[src/rtl/uart_tx_arbiter_pkg.sv]
// ---------------------------------------------------------------------------
// uart_tx_arbiter_pkg
// Shared definitions for the UART transmit arbiter and its round-robin picker:
//   - arb_state_e   : arbiter FSM encodings (IDLE / LOAD / WAIT_BUSY / WAIT_DONE)
//   - BUSY_TIMEOUT  : cycles to wait for tx_busy to rise before giving up on
//                     the start handshake
//   - TIMER_W       : width of the handshake timer
// ---------------------------------------------------------------------------
package uart_tx_arbiter_pkg;

    typedef enum logic [1:0] {
        IDLE      = 2'd0,
        LOAD      = 2'd1,
        WAIT_BUSY = 2'd2,
        WAIT_DONE = 2'd3
    } arb_state_e;

    localparam int BUSY_TIMEOUT = 4;
    localparam int TIMER_W      = $clog2(BUSY_TIMEOUT);

endpackage

[src/rtl/uart_rr_pick.sv]
// ---------------------------------------------------------------------------
// uart_rr_pick
// Combinational rotate-priority picker. Searches req upward starting at ptr,
// wrapping at N, and returns the first set bit as a one-hot grant.
// Ports:
//   req   in  N      request vector
//   ptr   in  PTR_W  index the search starts from (0..N-1)
//   grant out N      one-hot winner, all zero if no request
//   valid out 1      at least one request was set
// ---------------------------------------------------------------------------
module uart_rr_pick
    import uart_tx_arbiter_pkg::*;
#(
    parameter int N     = 4,
    parameter int PTR_W = 2
) (
    input  logic [N-1:0]     req,
    input  logic [PTR_W-1:0] ptr,
    output logic [N-1:0]     grant,
    output logic             valid
);

    // NOTE: every variable written here gets a default before any branch, so
    // no path leaves it unassigned and no latch is inferred.
    always_comb begin
        logic [PTR_W-1:0] idx;
        grant = '0;
        valid = 1'b0;
        idx   = '0;
        // Explicit modulo keeps the wrap correct when N is not a power of two.
        for (int k = 0; k < N; k++) begin
            idx = PTR_W'((int'(ptr) + k) % N);
            if (!valid && req[idx]) begin
                grant[idx] = 1'b1;
                valid      = 1'b1;
            end
        end
    end

endmodule

[src/rtl/uart_tx_arbiter.sv]
// ---------------------------------------------------------------------------
// uart_tx_arbiter
// Shares one UART transmitter between NUM_REQ byte-stream requesters. Grants
// are round-robin at message granularity: the owner keeps the transmitter
// until it sends a byte flagged last or MAX_BURST bytes have gone out.
// Ports:
//   clk        in  1                  system clock
//   reset      in  1                  asynchronous active-low reset
//   req_valid  in  NUM_REQ            requester i offers a byte
//   req_data   in  NUM_REQ*Word_Len   byte of requester i at [i*Word_Len +: Word_Len]
//   req_last   in  NUM_REQ            offered byte ends requester i's message
//   req_ready  out NUM_REQ            one-cycle pulse: byte of requester i accepted
//   grant      out NUM_REQ            one-hot current owner, zero when idle
//   tx_start   out 1                  one-cycle pulse to start a UART word
//   tx_data    out Word_Len           byte being transmitted (held until next start)
//   tx_busy    in  1                  transmitter busy
// All outputs are registered.
// ---------------------------------------------------------------------------
module uart_tx_arbiter
    import uart_tx_arbiter_pkg::*;
#(
    parameter int NUM_REQ   = 4,
    parameter int Word_Len  = 8,
    parameter int MAX_BURST = 16
) (
    input  logic                         clk,
    input  logic                         reset,
    input  logic [NUM_REQ-1:0]           req_valid,
    input  logic [NUM_REQ*Word_Len-1:0]  req_data,
    input  logic [NUM_REQ-1:0]           req_last,
    output logic [NUM_REQ-1:0]           req_ready,
    output logic [NUM_REQ-1:0]           grant,
    output logic                         tx_start,
    output logic [Word_Len-1:0]          tx_data,
    input  logic                         tx_busy
);

    localparam int IDX_W = (NUM_REQ > 1) ? $clog2(NUM_REQ) : 1;
    localparam int CNT_W = $clog2(MAX_BURST + 1);

    localparam logic [CNT_W-1:0]   BURST_MAX  = CNT_W'(MAX_BURST);
    localparam logic [IDX_W-1:0]   LAST_IDX   = IDX_W'(NUM_REQ - 1);
    localparam logic [TIMER_W-1:0] TIMER_LAST = TIMER_W'(BUSY_TIMEOUT - 1);

    arb_state_e           state, state_next;
    logic [IDX_W-1:0]     owner, owner_next;
    logic [IDX_W-1:0]     ptr, ptr_next;
    logic [CNT_W-1:0]     count, count_next;
    logic [TIMER_W-1:0]   timer, timer_next;
    logic                 last_q, last_next;
    logic [NUM_REQ-1:0]   grant_next, req_ready_next;
    logic                 tx_start_next;
    logic [Word_Len-1:0]  tx_data_next;

    logic [NUM_REQ-1:0]   pick_grant;
    logic                 pick_valid;
    logic [IDX_W-1:0]     pick_idx;
    logic                 issue;

    uart_rr_pick #(
        .N     (NUM_REQ),
        .PTR_W (IDX_W)
    ) u_pick (
        .req   (req_valid),
        .ptr   (ptr),
        .grant (pick_grant),
        .valid (pick_valid)
    );

    always_comb begin
        pick_idx = '0;
        for (int i = 0; i < NUM_REQ; i++) begin
            if (pick_grant[i]) pick_idx = IDX_W'(i);
        end
    end

    always_comb begin
        state_next     = state;
        owner_next     = owner;
        ptr_next       = ptr;
        count_next     = count;
        timer_next     = timer;
        last_next      = last_q;
        grant_next     = grant;
        req_ready_next = '0;
        tx_start_next  = 1'b0;
        tx_data_next   = tx_data;
        issue          = 1'b0;

        case (state)
            IDLE: begin
                if (pick_valid) begin
                    grant_next = pick_grant;
                    owner_next = pick_idx;
                    count_next = '0;
                    state_next = LOAD;
                end
            end
            LOAD: begin
                // Message lock: a stalled owner keeps the grant.
                if (req_valid[owner] && !tx_busy) issue = 1'b1;
            end
            WAIT_BUSY: begin
                // Lost-handshake guard: move on even if tx_busy never rises.
                if (tx_busy || timer == TIMER_LAST) state_next = WAIT_DONE;
                else                                 timer_next = timer + TIMER_W'(1);
            end
            WAIT_DONE: begin
                if (!tx_busy) begin
                    if (last_q || count == BURST_MAX) begin
                        grant_next = '0;
                        ptr_next   = (owner == LAST_IDX) ? '0 : owner + IDX_W'(1);
                        state_next = IDLE;
                    end else if (req_valid[owner]) begin
                        // Issue straight from here so the next byte starts one
                        // cycle after tx_busy falls; LOAD only absorbs stalls.
                        issue = 1'b1;
                    end else begin
                        state_next = LOAD;
                    end
                end
            end
            default: state_next = IDLE;
        endcase

        if (issue) begin
            tx_data_next          = req_data[int'(owner)*Word_Len +: Word_Len];
            tx_start_next         = 1'b1;
            req_ready_next[owner] = 1'b1;
            last_next             = req_last[owner];
            count_next            = (count == BURST_MAX) ? count : count + CNT_W'(1);
            timer_next            = '0;
            state_next            = WAIT_BUSY;
        end
    end

    // NOTE: sequential state uses non-blocking assignments so every register
    // samples the pre-edge values, independent of statement order.
    always_ff @(posedge clk or negedge reset) begin
        if (!reset) begin
            state     <= IDLE;
            owner     <= '0;
            ptr       <= '0;
            count     <= '0;
            timer     <= '0;
            last_q    <= 1'b0;
            grant     <= '0;
            req_ready <= '0;
            tx_start  <= 1'b0;
            tx_data   <= '0;
        end else begin
            state     <= state_next;
            owner     <= owner_next;
            ptr       <= ptr_next;
            count     <= count_next;
            timer     <= timer_next;
            last_q    <= last_next;
            grant     <= grant_next;
            req_ready <= req_ready_next;
            tx_start  <= tx_start_next;
            tx_data   <= tx_data_next;
        end
    end

endmodule
[config.mk]
export PLATFORM = sky130hd
export DESIGN_NAME = uart_tx_arbiter
export DESIGN_NICKNAME = d
export VERILOG_FILES = /design/src/rtl/uart_tx_arbiter_pkg.sv /design/src/rtl/uart_rr_pick.sv /design/src/rtl/uart_tx_arbiter.sv
export SDC_FILE = /design/constraint.sdc
export NUM_CORES = 1
export LEC_CHECK = 0
export CORE_MARGIN = 2
export CORE_UTILIZATION = 50
export CTS_BUF_LIST = sky130_fd_sc_hd__clkbuf_8
export CTS_CLUSTER_DIAMETER = 100
export CTS_CLUSTER_SIZE = 30
export DETAILED_ROUTE_END_ITERATION = 7
export HOLD_SLACK_MARGIN = 0.1
export PLACE_DENSITY = 0.83
export RECOVER_POWER = 25
export SYNTH_ARGS = -nofsm -noshare
export SYNTH_HDL_FRONTEND = slang
export SYNTH_HIERARCHICAL = 1
export SYNTH_SLANG_ARGS = --single-unit
[constraint.sdc]
create_clock -name clk -period 2.99 [get_ports clk]
set_input_delay 0.598 -clock clk [delete_from_list [all_inputs] [get_ports clk]]
set_output_delay 0.598 -clock clk [all_outputs]
set_load 0.05 [all_outputs]
==> run metrics <==
Final #Nets=304; final setup vio count=0; Synth warnings=6; Bufs and invs on worst path=1; grt ovf=0; critical path type=in2reg; Die X=69.3 microns; WL/cell=16.7 microns; most frequent cells after synthesis=31 x dfrtp_1, 13 x ha_1, 11 x mux2i_1, 11 x mux4_2, 11 x nor2_1; post-DR vias/cell=5.68; total negative slack=0 ns; worst r2r src=ptr[0]$_DFFE_PN0P_; crit path max fanout=9; routability cong.=0.848; Reg2Reg Depth=9; TritonCTS clock tree=yes; post_cts resized=0; number of distinct library cells after synthesis=46; RSZ-0062 raised after global routing=no; ant diodes=0; root buf cell=clkbuf_8; number of flops mapped to enable cells by yosys=0; detailed-route via count=1698; Rel. slew slack=-0.105; DRT antenna net count=0; Core Rows=23; Max-Cap Viols=1; Worst path slowest cell=clkdlybuf4s50_1; CTS Buf Count=5; Crit path largest cell delay=0.62 ns; Seq/Total Area, Yosys=0.364; crit path capture=owner[0]$_DFFE_PN0P_; initial antenna violation count=0; syn avg cell area=11.4 sq um; largest net degree at the start of global routing=32; IO Port Bufs=59; Power Density=988 nW/um^2; Clock Path Buffers=2; VDD IR-drop max=592 uV; cts hold-fix bufs=0; Critical Path Most Common Cell=o21ai_0; Synth area leader=dfrtp_1; Synth-to-Final Area Change=33.1%; Initial Utilization=0.525; first-pass GRT wire length=8.35 mm; synth top area cells=dfrtp_1 36%, mux4_2 12%, ha_1 7.6%; vias in the first global route=1719; Top-Level Pins=60; final hold vios=0; stages on the worst setup path=8; share of cells above drive strength 1=0.129; R2R Setup Slk=0.73 ns; drt initial violations=99; setup slack after placement=0.296 ns; DR pass1 iterations=4; Lkg Pwr=1.23 nW; core area=4060 sq um; Sink Count=31; crit-path cells=clkdlybuf4s50_1 > or3b_1 > a2111o_1 > nand3_2 > o2bb2ai_1 > nor2b_1 > o21ai_0 > o21ai_0; reg2reg end=owner[0]$_DFFE_PN0P_; fin worst setup slack=0.575 ns; Non-Filler Instances=299; Crit. End Element=register; dpl hpwl=3.79 mm; failing checks=max-capacitance violations, max-slew violations; final WL=5.01 mm; Placed Cells=291; worst path arrival time=2.58 ns; die area=4800 sq um; Fmax achieved=414 MHz; DRC violations left=0; Async SR Flop Fraction=1.00; Global Route Usage Sum=0.221; top-count cell post-synth=dfrtp_1; Synth Cell Area=2130 sq um; status=complete, but fails checks; Top delay family on crit path=compound AO/OA/AOI/OAI gates; synthesis-stage register bit count=31; syn_nets=243; Slew @ Worst Pin=1.66 ns; CP Launch Type=primary input; Final min period=2.42 ns; Syn Inst Count=187; top cell type's share of synthesized area=0.364; Die Y-Extent=69.3 microns; pins over their slew limit=32; Req. time, crit path=3.15 ns; predominant post-synthesis flop cell=dfrtp_1; Hold Path Class=reg2reg; clock latency at the later pin of the worst-skew pair=0.28 ns; Critical Path Start=req_valid[1]; worst clock skew=0.00714 ns; postcts setup bufs=0; Tcrit/Tclk final=0.808; H-tree depth=2; Reg clk slew, reported paths=0.06 ns
## per-stage QoR
step	power (mW)	area (sq um)	hold WS, ns	utilization
6_report	2.80	2840	0.484	0.699
5_1_grt	3.00	2840	0.498	0.699
4_1_cts	2.83	2840	0.488	0.700
3_5_place_dp	2.50	2760	0.474	0.680
3_3_place_gp	2.47	2760	0.466	0.680
2_1_floorplan	2.03	2130	0.302	-
## layout make-up
type / instances / area, sq um
fill: 301 / 1220
tap: 50 / 62.6
clock buffer: 5 / 68.8
inverter: 8 / 30.0
clock inverter: 3 / 12.5
multi-input combinational: 137 / 1260
sequential: 31 / 776
timing repair buffer: 65 / 632
## cell families (layout without fill, tap and decap cells)
logic type	count (synthesis)	in the layout	synth area share
xor+xnor	1	1	0.00411
fa+ha+maj	13	13	0.0763
simple gates	53	53	0.141
compound gates	33	33	0.117
mux	37	37	0.251
flops	31	31	0.364
buf+inv	19	81	0.0469
## report_power, final
| group | switching (mW) | leakage [nW] | internal [mW] |
|---|---|---|---|
| clock network | 0.152 | 0.0505 | 0.156 |
| logic | 0.993 | 0.786 | 0.772 |
| registers | 0.144 | 0.392 | 0.588 |
| total | 1.29 | 1.23 | 1.52 |
## worst min-delay path by stage
stage / start / end / slack, ns / depth (start not counted)
after floorplan: reset / count[0]$_DFFE_PN0P_ / 0.30 / 0
after global placement: tx_data[6]$_DFFE_PN0P_ / tx_data[6]$_DFFE_PN0P_ / 0.47 / 1
after detailed placement: tx_data[2]$_DFFE_PN0P_ / tx_data[2]$_DFFE_PN0P_ / 0.47 / 1
after CTS: tx_data[2]$_DFFE_PN0P_ / tx_data[2]$_DFFE_PN0P_ / 0.49 / 1
after global routing: tx_data[3]$_DFFE_PN0P_ / tx_data[3]$_DFFE_PN0P_ / 0.50 / 1
final: tx_data[2]$_DFFE_PN0P_ / tx_data[2]$_DFFE_PN0P_ / 0.48 / 1
## registers in the layout (all words and copies together), names as in the netlist
signal,cells
owner,2
grant,4
tx_start,1
count,5
ptr,2
state,2
tx_data,8
req_ready,4
last_q,1
timer,2
## layout by cell type, fill, tap and decap left out, types with 4 or more instances in the layout
| cell type | count |
|---|---|
| clkdlybuf4s50_1 | 58 |
| dfrtp_1 | 31 |
| ha_1 | 13 |
| mux4_2 | 11 |
| nor2_1 | 11 |
| mux2i_1 | 11 |
| mux2_1 | 10 |
| inv_1 | 9 |
| nand2_1 | 9 |
| o22ai_1 | 6 |
| and2_1 | 5 |
| clkbuf_8 | 5 |
| buf_4 | 5 |
| a22o_1 | 4 |
| o21ai_0 | 4 |
| and3_1 | 4 |
| nand2b_1 | 4 |
| o2bb2ai_1 | 4 |
## worst register-to-register path, delay by kind of cell (launching register included)
kind | cells | cell delay [ns]
compound gates | 4 | 0.54
fa+ha+maj | 1 | 0.42
buf+inv | 1 | 0.10
flops | 1 | 0.34
mux | 2 | 0.67
simple gates | 1 | 0.07
## metal layers
layer,share of wire,track usage,vias to the layer above
met2,0.52,0.370,47
met5,0,0,-
li1,-,-,829
met4,0.021,0.0893,0
met1,0.43,0.266,812
met3,0.035,0.0654,10
Note: power is estimated with default switching activity, not from simulation.
==> RTL change: new RTL, config.mk and constraints unchanged <==
Make the reset (`reset`) synchronous in one clocked block. Comments in the files are not updated.
--- a/src/rtl/uart_tx_arbiter.sv
+++ b/src/rtl/uart_tx_arbiter.sv
@@ -137,5 +137,5 @@
     // NOTE: sequential state uses non-blocking assignments so every register
     // samples the pre-edge values, independent of statement order.
-    always_ff @(posedge clk or negedge reset) begin
+    always_ff @(posedge clk) begin
         if (!reset) begin
             state     <= IDLE;
Check against the original RTL: differs if reset is asserted again (counterexample within 4 cycles, from zero or initial values and one cycle with reset low); with reset held inactive, the same outputs for 10 cycles.
==> RTL change against the unedited design <==
  * Die area increased by 3.7%
  * Final area grew 3.1%
  * Sequential share of layout area shrank 6.1 points
  * Wire length up 10%
  * Setup slack worse by 54 ps
  * Clock skew fell by 4.9 ps
  * Final cell count up 18%
  * Critical endpoint is now owner[0]
  * Synthesized area is 3.9% higher
  * Sequential cell count did not move
  * Worst hold slack got worse by 8.7 ps
Power is not compared: it rests on default switching activity, and its combinational part moved more than twofold at a synthesized area within 25%.
==> RTL change: results (changes against the unedited design) <==
* Outcome: finished, final reports clean
* Crit Path Max Fanout at 9 (unchanged)
* Non-clock inverter total of the final layout at 10 (+2)
* Top_reg_cell synth: dfxtp_1
* WL/cell at 15.7 µm (-6.2%)
* Fin nets at 360 (+18%)
* CP peak stage delay at approximately 610 ps
* CP arrival at 2670 ps (+90 ps)
* Register area at 621 µm² (-20%)
* Most frequent cells after synthesis: dfxtp_1 (31), ha_1 (17), nand3_1 (17)
* Mux share of post-synthesis cell area at 16.3% (-8.7 points)
* Area contributors post-synth: dfxtp_1 (28%), mux4_2 (11%), ha_1 (9.6%)
* Layout cells sized above 1 at 10.3% (-2.5 points)
* Non-clk bufs at 66 (+1.5%)
* Non-clk buf share at 22.0% (-0.28 points)
* Layout area overhead at 32.0%
* Setup slack, reg-to-reg at 750 ps (+20 ps)
* Clock-cell share at 2.99% (+0.13 points)
* Reg-to-Reg Start: ptr[0]
* GPL Wtd Cong at 0.891 (+5.2%)
* Post_cts resized at 0 (unchanged)
* Adder-cell share of the synthesized area at 9.60% (+2.0 points)
* Hold WS at 475 ps (-8.70 ps)
* Post-placement cell area at 0.00284 mm² (+2.9%)
* Async set-reset flop share out of synthesis at 0% (-100 points)
* Xor/xnor share of the synthesized area at 0.395% (-0.016 points)
* Clock Skew at 2.20 ps (-4.94 ps)
* Initial drt markers at 237 (+140%)
* Syn_nets at 303 (+25%)
* Post-synthesis compound-gate area fraction at 20.7% (+9.0 points)
* Clock-pin slew on the worst setup and hold paths at 60 ps (about the same)
* Synth cell types at 50 (+8.7%)
* GRT Util Overall at 23.8% (+1.7 points)
* Mean post-synth cell area at 9.12 µm² (-20%)
* Comb power frac at roughly a third
* Hold path depth at 2 (+1)
* Pre-antenna DRT Iters at 4 (unchanged)
* Layout fillers at 344 (+14%)
* Comb_multi_in at 186 (+36%)
* Cell count after synthesis at 243 (+30%)
* R2R Path End: owner[0]
* Vias per inst at 6.02 (+6.0%)
* Drt total wl at 5.53 mm (+10%)
* Global-route wire length before repair at 9.64 mm (+15%)
* WHS Endpoint: tx_data[3]
* Multi-input combinational area share at 50.3% (+6.0 points)
* Pin count of the biggest net entering global routing at 25 (-22%)
* Clk_buf instances at 6 (+1)
* Part of the Yosys area used for sequential elements at 28.0% (-8.4 points)
* Pins Over Slew Limit at 0 (-100%)
* Vias in the first global route at 2135 (+24%)
* Clock Power at about 0.00034 W
* Hold Crit Start: tx_data[3]
* Period utilization at 82.6% (+1.8 points)
* Worst Tran Pin Value at 578 ps (-1080 ps)
* DPL Wire Length at 4.14 mm (+9.2%)
* Post-Place Worst Slack at 244 ps (-51.9 ps)
## RTL change: changes by cell type in the layout (fill, tap and decap cells not counted), sizes merged, moves of 4 or more
cell / change
a21oi: +13
a22o: -4
and3: -5
clkdlybuf4s50: -9
dfrtp: -31
dfxtp: +31
dlygate4sd3: +9
ha: +4
mux2: -12
nand2: +7
nand3: +14
nor3: +4
o21ai: +8
## RTL change: worst max-delay path, delay by kind of cell
family	cells	cell delay, ps
buffers and inverters	1	610
AO/OA/AOI/OAI	3	780
AND/OR/NAND/NOR	4	680
## RTL change: layer usage
metal,vias up,wire length [µm],GRT usage [%]
met2,98,2490,37.1
met5,-,0,0
met4,0,121,9.43
met1,977,2490,32.1
met3,10,423,5.84
li1,1034,-,-
## RTL change: cell families after synthesis
| kind of cell | count (synthesis) |
|---|---|
| flip-flops | 31 |
| adder cells (fa/ha/maj) | 17 |
| multiplexers | 22 |
| AND/OR/NAND/NOR | 79 |
| AO/OA/AOI/OAI | 67 |
| XOR/XNOR | 1 |
| buffers and inverters | 26 |
